File: src/rtl/bp_me_pkg.sv
// Shared types and constants for the hybrid CCE memory-side pipes.
// Holds the arbiter state encoding and default stream widths.
package bp_me_pkg;

    typedef enum logic {
        e_arb_ready,
        e_arb_busy
    } bp_arb_state_e;

    localparam int arb_sources_gp              = 2;
    localparam int dword_width_gp              = 64;
    localparam int cce_mem_msg_header_width_gp = 56;

endpackage

File: src/rtl/bp_cce_hybrid_credit_counter.sv
// Up/down saturating credit counter shared by the hybrid CCE pipes.
// Simultaneous take and return leave the count unchanged.
module bp_cce_hybrid_credit_counter #(
    parameter int max_p = 8,
    parameter int cw_p  = $clog2(max_p + 1)
) (
    input  logic            clk_i,
    input  logic            reset_n_i,
    input  logic            inc_i,
    input  logic            dec_i,
    output logic [cw_p-1:0] count_o,
    output logic            full_o,
    output logic            empty_o
);

    logic [cw_p-1:0] r_cnt;

    assign count_o = r_cnt;
    assign full_o  = (r_cnt == cw_p'(max_p));
    assign empty_o = (r_cnt == '0);

    always_ff @(posedge clk_i or negedge reset_n_i) begin
        if (!reset_n_i) begin
            r_cnt <= '0;
        end else if (inc_i && !dec_i && !full_o) begin
            r_cnt <= r_cnt + 1'b1;
        end else if (dec_i && !inc_i && !empty_o) begin
            r_cnt <= r_cnt - 1'b1;
        end
    end

endmodule

File: src/rtl/bp_cce_hybrid_mem_cmd_arb.sv
// Merges uncached (port 0) and coherent (port 1) memory command streams.
// Define BP_CCE_HYBRID_MEM_ARB_FIXED_PRIO_EN to give port 0 fixed priority.
module bp_cce_hybrid_mem_cmd_arb
    import bp_me_pkg::*;
#(
    parameter int cce_mem_msg_header_width_lp = cce_mem_msg_header_width_gp,
    parameter int mem_data_width_p            = dword_width_gp,
    parameter int credits_p                   = 8
) (
    input  logic                                   clk_i,
    input  logic                                   reset_n_i,
    output logic                                   empty_o,
    input  logic [cce_mem_msg_header_width_lp-1:0] uc_cmd_header_i,
    input  logic [mem_data_width_p-1:0]            uc_cmd_data_i,
    input  logic                                   uc_cmd_v_i,
    input  logic                                   uc_cmd_last_i,
    output logic                                   uc_cmd_ready_and_o,
    input  logic [cce_mem_msg_header_width_lp-1:0] coh_cmd_header_i,
    input  logic [mem_data_width_p-1:0]            coh_cmd_data_i,
    input  logic                                   coh_cmd_v_i,
    input  logic                                   coh_cmd_last_i,
    output logic                                   coh_cmd_ready_and_o,
    output logic [cce_mem_msg_header_width_lp-1:0] mem_cmd_header_o,
    output logic [mem_data_width_p-1:0]            mem_cmd_data_o,
    output logic                                   mem_cmd_v_o,
    output logic                                   mem_cmd_last_o,
    input  logic                                   mem_cmd_ready_and_i,
    input  logic                                   credit_return_i
);

    localparam int cw_lp = $clog2(credits_p + 1);

    bp_arb_state_e    r_state;
    bp_arb_state_e    w_state_nxt;
    logic             r_grant;
    logic             w_grant_nxt;
    logic             r_first;
    logic             w_choice;
    logic             w_sel;
    logic             w_en;
    logic             w_sel_v;
    logic             w_sel_last;
    logic             w_hs;
    logic             w_full;
    logic             w_cnt_empty;
    logic [cw_lp-1:0] w_credits;

`ifdef BP_CCE_HYBRID_MEM_ARB_FIXED_PRIO_EN
    assign w_choice = ~uc_cmd_v_i & coh_cmd_v_i;
`else
    logic r_last;

    // On a tie the source not granted last wins.
    assign w_choice = (uc_cmd_v_i & coh_cmd_v_i) ? ~r_last : coh_cmd_v_i;

    always_ff @(posedge clk_i or negedge reset_n_i) begin
        if (!reset_n_i) begin
            r_last <= 1'b1;
        end else if (w_hs && mem_cmd_last_o) begin
            r_last <= w_sel;
        end
    end
`endif

    assign w_sel = (r_state == e_arb_busy) ? r_grant : w_choice;

    // Full credits only block new messages; a held grant always drains.
    assign w_en = reset_n_i & ((r_state == e_arb_busy) | ~w_full);

    assign w_sel_v    = w_sel ? coh_cmd_v_i    : uc_cmd_v_i;
    assign w_sel_last = w_sel ? coh_cmd_last_i : uc_cmd_last_i;

    assign mem_cmd_v_o    = w_en & w_sel_v;
    assign mem_cmd_last_o = w_en & w_sel_last;

    assign mem_cmd_header_o = !w_en ? '0
                            : w_sel ? coh_cmd_header_i
                            : uc_cmd_header_i;
    assign mem_cmd_data_o   = !w_en ? '0
                            : w_sel ? coh_cmd_data_i
                            : uc_cmd_data_i;

    assign uc_cmd_ready_and_o  = w_en & ~w_sel & mem_cmd_ready_and_i;
    assign coh_cmd_ready_and_o = w_en &  w_sel & mem_cmd_ready_and_i;

    assign w_hs = mem_cmd_v_o & mem_cmd_ready_and_i;

    assign empty_o = (r_state == e_arb_ready) & w_cnt_empty
                   & ~uc_cmd_v_i & ~coh_cmd_v_i;

    always_comb begin
        w_state_nxt = r_state;
        w_grant_nxt = r_grant;
        case (r_state)
            e_arb_ready: begin
                if (mem_cmd_v_o && !(w_hs && mem_cmd_last_o)) begin
                    w_state_nxt = e_arb_busy;
                    w_grant_nxt = w_sel;
                end
            end
            e_arb_busy: begin
                if (w_hs && mem_cmd_last_o) begin
                    w_state_nxt = e_arb_ready;
                end
            end
            default: w_state_nxt = e_arb_ready;
        endcase
    end

    always_ff @(posedge clk_i or negedge reset_n_i) begin
        if (!reset_n_i) begin
            r_state <= e_arb_ready;
            r_grant <= 1'b0;
            r_first <= 1'b1;
        end else begin
            r_state <= w_state_nxt;
            r_grant <= w_grant_nxt;
            if (w_hs) begin
                r_first <= mem_cmd_last_o;
            end
        end
    end

    bp_cce_hybrid_credit_counter #(
        .max_p (credits_p),
        .cw_p  (cw_lp)
    ) u_credits (
        .clk_i     (clk_i),
        .reset_n_i (reset_n_i),
        .inc_i     (w_hs & r_first),
        .dec_i     (credit_return_i),
        .count_o   (w_credits),
        .full_o    (w_full),
        .empty_o   (w_cnt_empty)
    );

`ifndef SYNTHESIS
    logic [cce_mem_msg_header_width_lp-1:0] r_hdr_chk;

    always_ff @(posedge clk_i or negedge reset_n_i) begin
        if (!reset_n_i) begin
            r_hdr_chk <= '0;
        end else begin
            if (credit_return_i) begin
                assert (w_credits != '0);
            end
            if (w_hs) begin
                if (!r_first) begin
                    assert (mem_cmd_header_o == r_hdr_chk);
                end
                r_hdr_chk <= mem_cmd_header_o;
            end
        end
    end
`endif

endmodule

File: config.mk
export PLATFORM = sky130hd
export DESIGN_NAME = bp_cce_hybrid_mem_cmd_arb
export DESIGN_NICKNAME = d
export VERILOG_FILES = /design/src/rtl/bp_me_pkg.sv /design/src/rtl/bp_cce_hybrid_credit_counter.sv /design/src/rtl/bp_cce_hybrid_mem_cmd_arb.sv
export SDC_FILE = /design/constraint.sdc
export NUM_CORES = 1
export LEC_CHECK = 0
export ABC_AREA = 1
export CORE_AREA = 2 2 145 147
export CTS_CLUSTER_DIAMETER = 150
export CTS_CLUSTER_SIZE = 20
export DETAILED_ROUTE_END_ITERATION = 10
export DIE_AREA = 0 0 147 149
export REMOVE_ABC_BUFFERS = 1
export SYNTH_ARGS = -nofsm -noshare
export SYNTH_HDL_FRONTEND = slang
export SYNTH_SLANG_ARGS = --single-unit
File: constraint.sdc
create_clock -name clk_i -period 5.1 [get_ports clk_i]
set_input_delay 1.02 -clock clk_i [delete_from_list [all_inputs] [get_ports clk_i]]
set_output_delay 1.02 -clock clk_i [all_outputs]
set_load 0.01 [all_outputs]
==> Word level (Yosys, flattened, before mapping) <==
Cells that the tools add are included.
Widths: inputs -> output; s select.
{ "totals": {"reg_bits": 8, "output_inout_bits": 125, "wordCells": 55} }
{ "op_classes": {"addsub": 2, "n_eq_ne": 1, "muxes": 13, "bitwise_logic": 20, "n_reduce_logical": 14} }
{ "op_table": {"columns": ["op", "count"], "rows": [
  ["$mux 64", 2],
  ["$mux 56", 2],
  ["$and 1x1->1", 13],
  ["$mux 4", 2],
  ["$logic_and 1x1->1", 6],
  ["$mux 1", 6],
  ["$not 1->1", 6],
  ["$logic_not 1->1", 5],
  ["$add 4x1->4 const B", 1],
  ["$eq 4x4->1 const B", 1],
  ["$logic_not 4->1", 1],
  ["$sub 4x1->4 const B", 1],
  ["$pmux 1 s2", 1],
  ["$reduce_and 2->1", 1],
  ["$reduce_bool 2->1", 1],
  ["$or 1x1->1", 1]
]} }

==> Logic depth before layout (Yosys ltp) <==
Gate-level depths: netlist (run 1).
{ "logic_depth": {"depth_word": 12, "mapped_depth": 15, "mapped_depth_nobuf": 15} }

==> Hierarchy <==
Synthesis (run 1) repeated with hierarchy kept, for this count alone.
{ "hier_totals": {"hier_cells": 483, "area_unflattened_um2": 2349.8} }
{ "modules_own_cells": {"columns": ["mod", "instances", "cells_each", "area_each_um2", "seq_area_each_um2"], "rows": [
  ["bp_cce_hybrid_mem_cmd_arb", 1, 441, 2029.4, 102.6],
  ["bp_cce_hybrid_credit_counter", 1, 42, 320.3, 100.1]
]} }

==> Worst setup path after synthesis (run 1) <==
No wires, ideal clock.
{ "synth_path": {"path_type": "input-to-output", "startpoint": "in uc_cmd_v_i", "endpoint": "out mem_cmd_data_o[0]", "arrival_ps": 1905, "t_required_ps": 4080, "setup_slack_ps": 2175, "stages": 8, "path_buffers": 2, "path_cell_list": "nand2_1 -> nand3_2 -> nand2_2 -> inv_2 -> nor2_2 -> buf_6 -> buf_6 -> a22o_1"} }
{ "synth_via": {"elab_chain_cells": 5} }
{ "synth_lines": {"columns": ["element", "line", "text"], "rows": [
  ["start, declared", "bp_cce_hybrid_mem_cmd_arb.sv:15", "input logic uc_cmd_v_i,"],
  ["$and 1x1->1", "bp_cce_hybrid_mem_cmd_arb.sv:54", "assign w_choice = (uc_cmd_v_i & coh_cmd_v_i) ? ~r_last : coh_cmd_v_i;"],
  ["$mux 1", "bp_cce_hybrid_mem_cmd_arb.sv:54", null],
  ["$mux 1", "bp_cce_hybrid_mem_cmd_arb.sv:65", "assign w_sel = (r_state == e_arb_busy) ? r_grant : w_choice;"],
  ["$mux 64", "bp_cce_hybrid_mem_cmd_arb.sv:80", ": w_sel ? coh_cmd_data_i"],
  ["$mux 64", "bp_cce_hybrid_mem_cmd_arb.sv:79", "assign mem_cmd_data_o = !w_en ? '0"],
  ["end, declared", "bp_cce_hybrid_mem_cmd_arb.sv:24", "output logic [mem_data_width_p-1:0] mem_cmd_data_o,"]
]} }
No other way between the ends.

==> Worst setup path in the final report (run 1) <==
{ "layout_path": {"startpoint": "in coh_cmd_v_i", "endpoint": "out mem_cmd_data_o[32]"} }
{ "layout_via": {"elab_chain_cells": 5} }
{ "layout_lines": {"columns": ["element", "line", "text"], "rows": [
  ["start, declared", "bp_cce_hybrid_mem_cmd_arb.sv:20", "input logic coh_cmd_v_i,"],
  ["$and 1x1->1", "bp_cce_hybrid_mem_cmd_arb.sv:54", null],
  ["$mux 1 (*)", "bp_cce_hybrid_mem_cmd_arb.sv:54", null],
  ["$mux 1 (*)", "bp_cce_hybrid_mem_cmd_arb.sv:65", null],
  ["$mux 64 (*)", "bp_cce_hybrid_mem_cmd_arb.sv:80", null],
  ["$mux 64 (*)", "bp_cce_hybrid_mem_cmd_arb.sv:79", null]
]} }
Every way passes the cells marked *; elsewhere a longest branch is shown, timed or not.

==> results, run 1 <==
- In this run the register-to-register setup slack is 2760 ps.
- In this run the critical register-to-register path is launched from r_state$_DFF_PN0_.
- For this design the static power due to leakage is 2.19 nW.
- After synthesis, the netlist uses 29 different library cells.
- The cell chosen for the clock root is sky130_fd_sc_hd__clkbuf_16.
- The number of buffers inserted by hold repair at cts is 0.
- Tracing the worst setup path back leads to its startpoint at coh_cmd_v_i.
- The critical path launch point type is a primary input.
- Clock skew on the completed layout was measured at 4.81 ps.
- Among the stages of the critical path, the cell type that occurs most often is sky130_fd_sc_hd__clkdlybuf4s50_1.
- The capturing point of the worst reg2reg path is u_credits.count_o[3]$_DFFE_PN0P_.
- The cell row count is 53.
- The total vias in the final route is 3244.
- The total number of nets in the final design is 826.
- The detailed router's first-iteration violation count is 78.
- The part of the Yosys area used for sequential elements is 10.6%.
- The most utilized layer in the global route result is met2.
- For the worst flop-to-flop path, the logic depth is 13.
- The initial utilization of the core area, before any placement, comes to 9.32%.
- The clock buffer count from CTS is 3.
- During I/O placement, the number of pins put on the boundary was 373.
- Before antenna repair, the detailed router went through 4 iterations.
- The final routed wire length divided by cell count is 16.3 um.
- The worst ir drop on vdd is 0.194 mV.
- The worst hold path class is reg2reg.
- The via density per instance is 3.81.
- The worst setup path is of the in2out kind.
- The clock drives 8 sinks.
- At the worst endpoint, the required time is 4080 ps.
- The first global-routing pass estimated 19.2 mm of wire.
- Along the worst path, the maximum fanout reaches 60.
- The flow ran to the end, and the final reports show no timing, DRC or antenna violations.
- The clock latency of the later-clocked register in the worst-skew pair is 230 ps.
- The region available for standard cell placement spans 20600 sq um.
- The die width is 147 um.
- In this run the number of cells on the critical path is 8.
- The mean instance size in the synthesized netlist is 8.75 sq um.
- The initial antenna violation count is 2.
- The count of buffering cells on the critical path with inverters included is 4.
- After layout, the minimum clock period comes to 4340 ps.
- Setup repair after global routing left no endpoint under its margin.
- The internal portion of total power is 1.20 mW.
- The worst setup path is captured at a primary output.
- The floorplan step defined a die boundary enclosing 21900 sq um.
- The detailed-route wire length is 13.8 mm.
- The routability congestion estimate is 0.758.
- The total half-perimeter wirelength after legalization and detailed placement is 11.6 mm.
- Broken down by cell family, the worst path's largest delay share belongs to buffers and inverters.
- The number of max-slew violations in the final report is 0.
- In this run the number of H-tree levels came out at 1.
- The quantity of I/O buffers inserted on ports is 372.
- Across every metal layer, demand over resource in global routing totals 11.2%.
- The destination of the critical timing path is mem_cmd_data_o[32].
- In the global route stage, met1 resource usage came out at 14.7%.
- In this run, flip-flops and latches consume 6.7% of the power.
- The ratio of cells with drive above 1 in the final layout is 4.53%.
- For the pin with the worst max-slew slack, the measured transition is 630 ps.
- The number of synthesized register bits is 8.
- The number of buffers between clock root and the deepest sink is 2.
- The height of the chip is 149 um.
- The tool flagged a number of max-cap violations equal to 0.
- The number of global-route vias before repair came to 3134.
- Global routing consumed, on the met2 layer, 19.2% of the routing resources.
- Summed over all layers, the global routing overflow is 0.
- The final critical path takes up 85.0% of the cycle.
- Static timing analysis puts the maximum clock frequency at 231 MHz.
- For this run, design rule violations remaining after detail routing come to 0.
- Yosys printed 0 warnings.
- The most frequent standard cell in the layout excluding fill and tap cells is sky130_fd_sc_hd__clkdlybuf4s50_1.
- Combinational logic burns 86.4% of the power.
- The worst pin sits at a relative slew slack of 58.0%.
- The cell with the largest stage delay on the worst path is sky130_fd_sc_hd__clkdlybuf4s50_1.
- The net switching power figure is 790 uW.
- After clock tree synthesis, the clock-pin slew on the worst setup and hold paths is 40 ps.
- The pin count of the biggest net entering global routing is 62.
- In this run the remaining antenna-violating nets after routing total 0.
- After clock tree synthesis, the repair step resized 0 gates.
- Synthesis produced a netlist whose cell count is 219.
- The setup total negative slack is 0 ps.
- The area growth from synthesis to layout is 207%.
- Across all hold checks on the routed design, the worst slack comes to 482 ps.
- Summing every instance area after synthesis gives 1920 sq um.
- The arrival time of the worst setup path is 3320 ps.
- The global-route track usage on met3 is 2.45%.
- Walking the worst path, the cells encountered are clkdlybuf4s50_1, nand3_2, nand2_2, inv_2, nor2_4, buf_4, a22o_1, clkdlybuf4s50_1.
- The number of endpoints failing setup at the final stage is 0.
- TritonCTS built the clock tree.
- The switching portion of total power is 39.8%.
- Post-CTS timing repair inserted 0 buffers for setup.
- Leaving out fill and tap cells, the most frequent cells in the layout are sky130_fd_sc_hd__clkdlybuf4s50_1, sky130_fd_sc_hd__a22o_1, sky130_fd_sc_hd__nand2_1, sky130_fd_sc_hd__inv_1, sky130_fd_sc_hd__dfrtp_1.
- The share of total power dissipated in the clock network is 6.9%.
- The count of final hold-check violations is 0.
- The cell area power density is 337 nW/um^2.
- In this design, the stage delay of the slowest critical-path cell is 550 ps.
-- synth_stat cells (all sizes together) --
cell	number	share of area, %
a21oi	1	0.26
a22o	120	55
a31oi	1	0.33
and2	1	0.33
buf	26	14
dfrtp	6	7.8
dfstp	2	2.7
fa	1	1.0
ha	2	1.3
inv	9	1.8
nand2	23	5.6
nand3	8	2.9
nand3b	1	0.39
nand4	3	1.8
nor2	5	1.6
nor3	3	1.0
nor4	1	0.33
o21ai	4	1.0
xor2	2	0.91
-- worst min-delay path by stage --
| stage | startpoint | end | slack (ps) | depth (start not counted) |
|---|---|---|---|---|
| CTS | u_credits.count_o[3]$_DFFE_PN0P_ | u_credits.count_o[3]$_DFFE_PN0P_ | 490 | 2 |
| detailed placement | u_credits.count_o[3]$_DFFE_PN0P_ | u_credits.count_o[3]$_DFFE_PN0P_ | 480 | 2 |
| global placement | u_credits.count_o[3]$_DFFE_PN0P_ | u_credits.count_o[3]$_DFFE_PN0P_ | 460 | 2 |
| finish | u_credits.count_o[3]$_DFFE_PN0P_ | u_credits.count_o[3]$_DFFE_PN0P_ | 480 | 2 |
| floorplan | u_credits.count_o[3]$_DFFE_PN0P_ | u_credits.count_o[3]$_DFFE_PN0P_ | 450 | 2 |
| global route | u_credits.count_o[3]$_DFFE_PN0P_ | u_credits.count_o[3]$_DFFE_PN0P_ | 510 | 2 |
-- worst register-to-register path, delay by kind of cell, from the launching register on --
family | cells | cell delay, ps
fa+ha+maj | 1 | 360
compound gates | 1 | 240
flops | 1 | 430
simple gates | 10 | 1100
buf+inv | 1 | 120
-- cell type report --
type                            instances  area (sq um)
Clock buffer                            4          78.8
Fill cell                            2175         14700
Antenna cell                            2          5.00
Timing Repair Buffer                  377          3800
Inverter                                9          33.8
Multi-Input combinational cell        176          1420
Sequential cell                         8           203
Tap cell                              275           344
-- state kept, by name (all words and copies together), names as in the netlist --
name / cells
r_state: 1
u_credits.count_o: 4
r_grant: 1
r_first: 1
r_last: 1
-- cell families (layout without fill, tap and decap cells) --
| kind of cell | count (synthesis) | after routing | synth area share [%] |
|---|---|---|---|
| simple gates | 45 | 45 | 13.9 |
| fa+ha+maj | 3 | 3 | 2.35 |
| buf+inv | 35 | 390 | 15.7 |
| compound gates | 126 | 126 | 56.5 |
| flops | 8 | 8 | 10.6 |
| other cells | 0 | 2 | 0 |
| xor+xnor | 2 | 2 | 0.915 |
-- metal layers --
layer / routed length (um) / vias up
li1: - / 1608
met1: 5950 / 1468
met2: 6750 / 162
met3: 1040 / 6
met4: 108 / 0
met5: 0 / -
-- through the flow --
| stage | setup WS, ps | area (sq um) | total power [mW] | std cells | util, % |
|---|---|---|---|---|---|
| floorplan | 101 | 1650 | 0.885 | 193 | - |
| global placement | 756 | 5800 | 1.86 | 845 | 28.2 |
| detailed placement | 759 | 5800 | 1.85 | 845 | 28.2 |
| CTS | 754 | 5880 | 2.00 | 849 | 28.6 |
| global route | 602 | 5880 | 2.11 | 850 | 28.6 |
| finish | 764 | 5880 | 1.99 | 851 | 28.6 |
-- power by group through the flow --
stage | sequential (mW) | clock (mW) | combinational, mW
floorplan | 0.123 | 0 | 0.761
global placement | 0.133 | 0 | 1.73
detailed placement | 0.133 | 0 | 1.72
CTS | 0.133 | 0.138 | 1.73
global route | 0.139 | 0.143 | 1.83
finish | 0.134 | 0.136 | 1.72
No activity file was read; power rests on OpenSTA's default activity.
==> run 2, diff against run 1 <==
TNS_END_PERCENT = 100   (was not set)
==> results of run 2 <==
Same layout as run 1: the final DEF is identical, and so are final timing and power.
==> run 3, diff against run 2 <==
ABC_CLOCK_PERIOD_IN_PS = 5100   (was not set)
==> results of run 3 <==
Same layout as run 1: the final DEF is identical, and so are final timing and power.
